[src/rtl/rtc_pkg.sv]
// Shared widths, field limits and calendar helpers for the RTC calendar counter.
package rtc_pkg;

  localparam int YEAR_W  = 15;
  localparam int MONTH_W = 4;
  localparam int DAY_W   = 5;
  localparam int WEEK_W  = 4;
  localparam int HMS_W   = 6;

  localparam int SEC_MAX   = 59;
  localparam int MIN_MAX   = 59;
  localparam int HOUR_MAX  = 23;
  localparam int MONTH_MAX = 12;
  localparam int WEEK_MAX  = 6;

  // 2000-01-01 fell on a Saturday (0 = Sunday).
  localparam int RST_WEEK = 6;

  // Gregorian leap-year rule.
  function automatic logic is_leap(input logic [YEAR_W-1:0] y);
    return ((y[1:0] == 2'd0) && ((y % 15'd100) != 15'd0)) || ((y % 15'd400) == 15'd0);
  endfunction

endpackage

[src/rtl/rtc_days_in_month.sv]
// Combinational month-length lookup; February follows the leap-year rule.
module rtc_days_in_month
  import rtc_pkg::*;
(
  input  logic [MONTH_W-1:0] month,
  input  logic [YEAR_W-1:0]  year,
  output logic [DAY_W-1:0]   days
);

  // Month length; out-of-range months fall back to 31 (callers sanitise first).
  always_comb begin
    days = 5'd31;
    case (month)
      4'd4, 4'd6, 4'd9, 4'd11: days = 5'd30;
      4'd2:                    days = is_leap(year) ? 5'd29 : 5'd28;
      default:                 days = 5'd31;
    endcase
  end

endmodule

[src/rtl/rtc_calendar_counter.sv]
// Free-running calendar clock: loads a sanitised set time, then advances it
// once per CLK_HZ clock cycles with a full sec->year carry cascade.
module rtc_calendar_counter
  import rtc_pkg::*;
#(
  parameter int CLK_HZ   = 100_000_000,
  parameter int RST_YEAR = 2000
) (
  input  logic               clk,
  input  logic               rst_n,
  input  logic               load,
  input  logic               run,
  input  logic [YEAR_W-1:0]  year_d,
  input  logic [MONTH_W-1:0] month_d,
  input  logic [DAY_W-1:0]   day_d,
  input  logic [WEEK_W-1:0]  week_d,
  input  logic [HMS_W-1:0]   hour_d,
  input  logic [HMS_W-1:0]   min_d,
  input  logic [HMS_W-1:0]   sec_d,
  output logic [YEAR_W-1:0]  year,
  output logic [MONTH_W-1:0] month,
  output logic [DAY_W-1:0]   day,
  output logic [WEEK_W-1:0]  week,
  output logic [HMS_W-1:0]   hour,
  output logic [HMS_W-1:0]   min,
  output logic [HMS_W-1:0]   sec,
  output logic               sec_tick
);

  localparam int              PS_W  = (CLK_HZ > 1) ? $clog2(CLK_HZ) : 1;
  localparam logic [PS_W-1:0] PS_TC = PS_W'(CLK_HZ - 1);

  logic [PS_W-1:0]    r_ps;
  logic [YEAR_W-1:0]  r_year;
  logic [MONTH_W-1:0] r_month;
  logic [DAY_W-1:0]   r_day;
  logic [WEEK_W-1:0]  r_week;
  logic [HMS_W-1:0]   r_hour;
  logic [HMS_W-1:0]   r_min;
  logic [HMS_W-1:0]   r_sec;
  logic               r_tick;

  logic               w_event;
  logic [DAY_W-1:0]   w_dim_cur;
  logic [DAY_W-1:0]   w_dim_ld;

  logic [MONTH_W-1:0] w_ld_month;
  logic [DAY_W-1:0]   w_ld_day;
  logic [WEEK_W-1:0]  w_ld_week;
  logic [HMS_W-1:0]   w_ld_hour;
  logic [HMS_W-1:0]   w_ld_min;
  logic [HMS_W-1:0]   w_ld_sec;

  logic               w_sec_c, w_min_c, w_hour_c, w_day_c, w_mon_c;
  logic [YEAR_W-1:0]  w_nx_year;
  logic [MONTH_W-1:0] w_nx_month;
  logic [DAY_W-1:0]   w_nx_day;
  logic [WEEK_W-1:0]  w_nx_week;
  logic [HMS_W-1:0]   w_nx_hour;
  logic [HMS_W-1:0]   w_nx_min;
  logic [HMS_W-1:0]   w_nx_sec;

  // Month length for the running date (drives the day carry).
  rtc_days_in_month u_dim_cur (
    .month (r_month),
    .year  (r_year),
    .days  (w_dim_cur)
  );

  // Month length for the incoming set date (drives the day clamp).
  rtc_days_in_month u_dim_ld (
    .month (w_ld_month),
    .year  (year_d),
    .days  (w_dim_ld)
  );

  assign w_event = run && (r_ps == PS_TC);

  // Clamp the set month into 1..12 before it selects the month length.
  always_comb begin
    w_ld_month = month_d;
    if (month_d == '0)                          w_ld_month = MONTH_W'(1);
    else if (month_d > MONTH_W'(MONTH_MAX))     w_ld_month = MONTH_W'(MONTH_MAX);
  end

  // Clamp day and time-of-day fields; an illegal weekday restarts at Sunday.
  always_comb begin
    w_ld_day  = day_d;
    w_ld_week = week_d;
    w_ld_hour = hour_d;
    w_ld_min  = min_d;
    w_ld_sec  = sec_d;
    if (day_d == '0)                       w_ld_day  = DAY_W'(1);
    else if (day_d > w_dim_ld)             w_ld_day  = w_dim_ld;
    if (week_d > WEEK_W'(WEEK_MAX))        w_ld_week = '0;
    if (hour_d > HMS_W'(HOUR_MAX))         w_ld_hour = HMS_W'(HOUR_MAX);
    if (min_d > HMS_W'(MIN_MAX))           w_ld_min  = HMS_W'(MIN_MAX);
    if (sec_d > HMS_W'(SEC_MAX))           w_ld_sec  = HMS_W'(SEC_MAX);
  end

  // Carry chain: each field rolls over only when every lower field rolls over.
  assign w_sec_c  = (r_sec >= HMS_W'(SEC_MAX));
  assign w_min_c  = w_sec_c  && (r_min  >= HMS_W'(MIN_MAX));
  assign w_hour_c = w_min_c  && (r_hour >= HMS_W'(HOUR_MAX));
  assign w_day_c  = w_hour_c && (r_day  >= w_dim_cur);
  assign w_mon_c  = w_day_c  && (r_month >= MONTH_W'(MONTH_MAX));

  assign w_nx_sec   = w_sec_c  ? '0 : r_sec + HMS_W'(1);
  assign w_nx_min   = w_min_c  ? '0 : (w_sec_c ? r_min + HMS_W'(1) : r_min);
  assign w_nx_hour  = w_hour_c ? '0 : (w_min_c ? r_hour + HMS_W'(1) : r_hour);
  assign w_nx_week  = !w_hour_c ? r_week :
                      ((r_week >= WEEK_W'(WEEK_MAX)) ? '0 : r_week + WEEK_W'(1));
  assign w_nx_day   = w_day_c  ? DAY_W'(1) : (w_hour_c ? r_day + DAY_W'(1) : r_day);
  assign w_nx_month = w_mon_c  ? MONTH_W'(1) : (w_day_c ? r_month + MONTH_W'(1) : r_month);
  // Year rolls 32767 -> 0 through natural 15-bit overflow.
  assign w_nx_year  = w_mon_c  ? r_year + YEAR_W'(1) : r_year;

  // Prescaler and calendar state; a load overrides (and swallows) a same-cycle advance.
  always_ff @(posedge clk or negedge rst_n) begin
    if (!rst_n) begin
      r_ps    <= '0;
      r_year  <= YEAR_W'(RST_YEAR);
      r_month <= MONTH_W'(1);
      r_day   <= DAY_W'(1);
      r_week  <= WEEK_W'(RST_WEEK);
      r_hour  <= '0;
      r_min   <= '0;
      r_sec   <= '0;
      r_tick  <= 1'b0;
    end else if (load) begin
      r_ps    <= '0;
      r_year  <= year_d;
      r_month <= w_ld_month;
      r_day   <= w_ld_day;
      r_week  <= w_ld_week;
      r_hour  <= w_ld_hour;
      r_min   <= w_ld_min;
      r_sec   <= w_ld_sec;
      r_tick  <= 1'b0;
    end else begin
      r_tick <= w_event;
      if (run) r_ps <= w_event ? '0 : r_ps + PS_W'(1);
      if (w_event) begin
        r_year  <= w_nx_year;
        r_month <= w_nx_month;
        r_day   <= w_nx_day;
        r_week  <= w_nx_week;
        r_hour  <= w_nx_hour;
        r_min   <= w_nx_min;
        r_sec   <= w_nx_sec;
      end
    end
  end

  assign year     = r_year;
  assign month    = r_month;
  assign day      = r_day;
  assign week     = r_week;
  assign hour     = r_hour;
  assign min      = r_min;
  assign sec      = r_sec;
  assign sec_tick = r_tick;

endmodule

[config.mk]
export PLATFORM = sky130hd
export DESIGN_NAME = rtc_calendar_counter
export DESIGN_NICKNAME = d
export VERILOG_FILES = /design/src/rtl/rtc_pkg.sv /design/src/rtl/rtc_days_in_month.sv /design/src/rtl/rtc_calendar_counter.sv
export SDC_FILE = /design/constraint.sdc
export NUM_CORES = 1
export LEC_CHECK = 0
export BUFFER_PORTS_ARGS = -buffer_cell sky130_fd_sc_hd__buf_2
export CAP_MARGIN = 30
export CORE_MARGIN = 8
export CORE_UTILIZATION = 50
export CTS_BUF_LIST = sky130_fd_sc_hd__clkbuf_8
export DETAILED_ROUTE_END_ITERATION = 10
export PLACE_DENSITY = 0.77
export RECOVER_POWER = 50
export SYNTH_ARGS = -nofsm -noshare
export SYNTH_HDL_FRONTEND = slang
export SYNTH_SLANG_ARGS = --single-unit
[constraint.sdc]
create_clock -name clk -period 8 [get_ports clk]
set_input_delay 0.8 -clock clk [delete_from_list [all_inputs] [get_ports clk]]
set_output_delay 0.8 -clock clk [all_outputs]
set_load 0.01 [all_outputs]
==> results by group <==
Run status
  • Status: finished with violations
  • Failing checks: capacitance limit, slew limit

Placed design
  • RePlAce Congestion: just over 0.9
  • DP HPWL: 15,900 µm
  • Placed cells: 1,284
  • Port bufs: between 90 and 100
  • Placed Area: ~8300 µm²
  • Pre-CTS setup slack: ~0.45 ns

Logic synthesis
  • Largest family of logic cells by synthesized area: compound AO/OA/AOI/OAI gates
  • Part of the Yosys area used for sequential elements: 0.241
  • Post-Synth XOR/XNOR Area: 0.0340
  • Synth top area share: 0.207
  • Simple-Gate Fraction of Synth Area: 0.275
  • Unique masters post-synth: 94
  • EDFF count, synth: 0
  • Synth Area in Adders: 0.0301
  • Post-synth ARST share: 1.00
  • #FFs+latches synth: 74
  • Multiplexer area fraction after synthesis: 0.0259
  • Synth Area in Compound Gates: 0.345
  • Avg Synthesized Cell Area: between 7 and 8 µm²
  • Post-synth top area cell: dfrtp_1
  • Yosys warnings: 0
  • Synth Instances: 1,050
  • Mapped cell area: slightly below 8000 µm²
  • Net Count, Synth: roughly 1,100
  • Top post-synthesis cells by area: dfrtp_1, a21oi_1, o21ai_0
  • Ys flop type: dfrtp_1

Floorplan
  • Core area: roughly 15,000 µm²
  • Die area: approximately 20,000 µm²
  • Row count: between 40 and 50
  • Ports: 97
  • Starting density of the core: 0.510
  • Die height: about 140 µm
  • Die X: around 140 µm

Power and ir drop
  • LEAKAGE: between 3 and 4 nW
  • P per Cell Area: just over 400 nW/µm²
  • Max IR drop VDD: 0.375 mV

Route
  • DR pass1 iterations: 5
  • Avg Vias per Cell: around 6.3
  • # DRC: 0
  • Via Count: between 8,000 and 9,000
  • Mean routed wirelength per cell: approximately 17 µm
  • Starting DRT DRC Count: 691
  • Final ANT Viol Nets: 0
  • Routed WL: roughly 22,000 µm

Critical path
  • Crit Path Class: input port to register
  • CP Max Fanout: 27
  • CP Data Required Time: around 8.3 ns
  • Crit end category: register
  • Critical Path Start Type: input port
  • Data arrival, critical path: ~7.6 ns

STA
  • Worst-Margin Slew: 3.97 ns
  • Slew Limit Headroom: -1.65
  • # setup viols final: 0
  • Clk_skew: between 0.009 and 0.01 ns
  • Hold Vio Cnt, Final: 0
  • Final Max Slew Viols: 75
  • Post-Route Setup TNS: 0 ns
  • Final period util: 0.918
  • RSZ-0062 raised after global routing: false
  • Final min period: around 7.3 ns
  • FMAX: ~0.14 GHz
  • Setup WS post-layout: between 0.6 and 0.7 ns

CTS
  • TritonCTS clock tree: yes
  • Clk Latency, worst-skew pair: 0.35 ns
  • CTS buffer count: 9
  • H-tree depth: 3
  • Clock tree buffer depth: 2
  • CTS Sinks: 74
  • Worst-path clk slew: 0.08 ns
  • Root buf cell: clkbuf_8
  • # hold bufs at CTS: 0

Layout
  • Fin cells: ~1,300
  • # diodes: 0
  • Filler cells: 1,492
  • Multi-input logic area: between 5000 and 6000 µm²
  • NumNets Final: 1,177
  • Util after Layout: 0.562
  • FF/Latch Area: roughly 1900 µm²
  • Layout cells sized above 1: 0.143
  • Post-Layout Inst Area: roughly 8500 µm²
  • Area Overhead vs Synth: 10.1%

Global routing
  • Vias in the first global route: roughly 7,600
  • First-pass GRT wire length: 36,200 µm
  • Total GRT Usage: 0.212
  • Largest net degree at the start of global routing: 75
  • Total grt overflow: 0
  • Initial antenna violation count: 0

Job
  • Maximum capacitance violations: 1

Hold path
  • Worst Hold Class: register to register
-- power breakdown --
part	leakage, nW	switching, W	total [W]	internal, W
sequential	0.923	0.000163	0.000627	0.000464
combinational	2.36	0.00148	0.00249	0.00101
clock	0.124	0.000139	0.000343	0.000204
total	3.41	0.00178	0.00346	0.00168
-- final cells by class --
type,instances,share of cell area
well taps,188,0.0276
repair buffers,107,0.0626
clock buffers,9,0.0146
flip-flops and latches,74,0.219
inverters,37,0.0163
multi-input cells,881,0.647
clock inverters,7,0.0128
-- cell usage after synthesis, types with 7 or more instances --
master and n:
o21a_1 14, inv_1 37, o211ai_1 10, xnor2_1 13, xor2_1 17, ha_1 17
nand2b_1 13, nor2_1 108, o22ai_1 16, and3_1 16, a31oi_1 21, a211oi_1 16
a211o_1 8, nor3b_1 8, a22oi_1 10, buf_2 11, dfstp_2 10, or3_1 12
nand2_1 80, nor2b_1 20, dfrtp_1 64, a21oi_1 94, mux2i_1 11, nand4_1 8
nor3_1 46, o21ai_0 90, clkbuf_1 42, nand3_1 55, and2_1 15, a21o_1 15
or2_2 11, nor4_1 7
-- final timing paths --
check / end / start / cells after the start / slack, ns
setup / recovery: day[0] / year_d[14] / 26 / 0.66
hold / removal: week[2] / week[2] / 2 / 0.53
setup reg to reg: year[14] / year[12] / 30 / 0.72
hold reg to reg: week[2] / week[2] / 2 / 0.53
max in group asynchronous: r_ps[11] / rst_n / 1 / 3.93
min in group asynchronous: hour[4] / rst_n / 1 / 1.82
-- critical path, cell delays in order --
cell and delay, ns:
buf_2 0.37, nor2_1 0.12, a211o_1 0.36, a311oi_4 0.42, or3_1 0.21, nand3_1 0.26
a211oi_4 0.47, o2bb2ai_1 0.25, nor3_2 0.24, a211oi_2 0.12, o41a_1 0.50, or3_4 0.41
or3_1 0.34, a32oi_1 0.43, a31oi_1 0.15, maj3_1 0.39, mux2i_1 0.15, nand3_1 0.11
nor3_1 0.28, a211oi_2 0.06, ha_1 0.28, a21oi_1 0.13, o21ai_0 0.16, a2111oi_0 0.40
o31ai_1 0.13, nand2_1 0.08
-- sequential cells by signal (all words and copies together) (netlist names) --
register	flops
r_ps	27
year	15
hour	6
min	6
sec	6
day	5
month	4
week	4
sec_tick	1
-- layout by cell type (no fill, tap or decap), drive strengths merged, types with 6 or more instances in the layout --
cell	synthesis	layout
ha	17	17
a22oi	10	10
o31ai	6	6
nor2	108	108
nand2b	13	13
o211ai	10	10
and2	17	17
nand3	55	55
or2	14	14
and3	17	17
a21o	15	15
mux2	6	6
o21ai	94	94
nand4	8	8
or3	13	13
dfstp	10	10
o21a	14	14
a211oi	21	21
nor3	48	48
nand2	80	80
clkbuf	42	33
xnor2	13	13
nor3b	8	8
mux2i	11	11
a31oi	22	22
o22ai	17	17
xor2	17	17
inv	37	38
a311oi	8	8
a21oi	95	95
nor4	8	8
nor2b	20	20
dfrtp	64	64
a211o	8	8
buf	16	83
a21boi	6	6
-- per-stage QoR --
step	hold WS, ns	total power, W
4_1_cts	0.528	0.00335
5_1_grt	0.564	0.00378
3_5_place_dp	0.507	0.00300
3_3_place_gp	0.502	0.00296
6_report	0.529	0.00346
2_1_floorplan	0.497	0.00247
-- metal layers --
layer / part of all wire / track usage / vias up
li1: - / - / 4059
met1: 0.48 / 0.299 / 3907
met2: 0.45 / 0.339 / 243
met3: 0.065 / 0.0370 / 19
met4: 0.0080 / 0.0309 / 0
met5: 0 / 0 / -
-- kinds of logic (layout without fill, tap and decap cells) --
logic type | Yosys count | count (layout)
simple gates | 423 | 423
compound gates | 391 | 391
buf+inv | 95 | 160
flops | 74 | 74
xor+xnor | 30 | 30
fa+ha+maj | 19 | 19
mux | 18 | 18
-- repair_timing --
item | 4_1_cts | 5_1_grt
resized for setup | 0 | 4
setup endpoints to repair | 0 | 14
setup buffers | 0 | 3
Note: power is estimated with default switching activity, not from simulation.
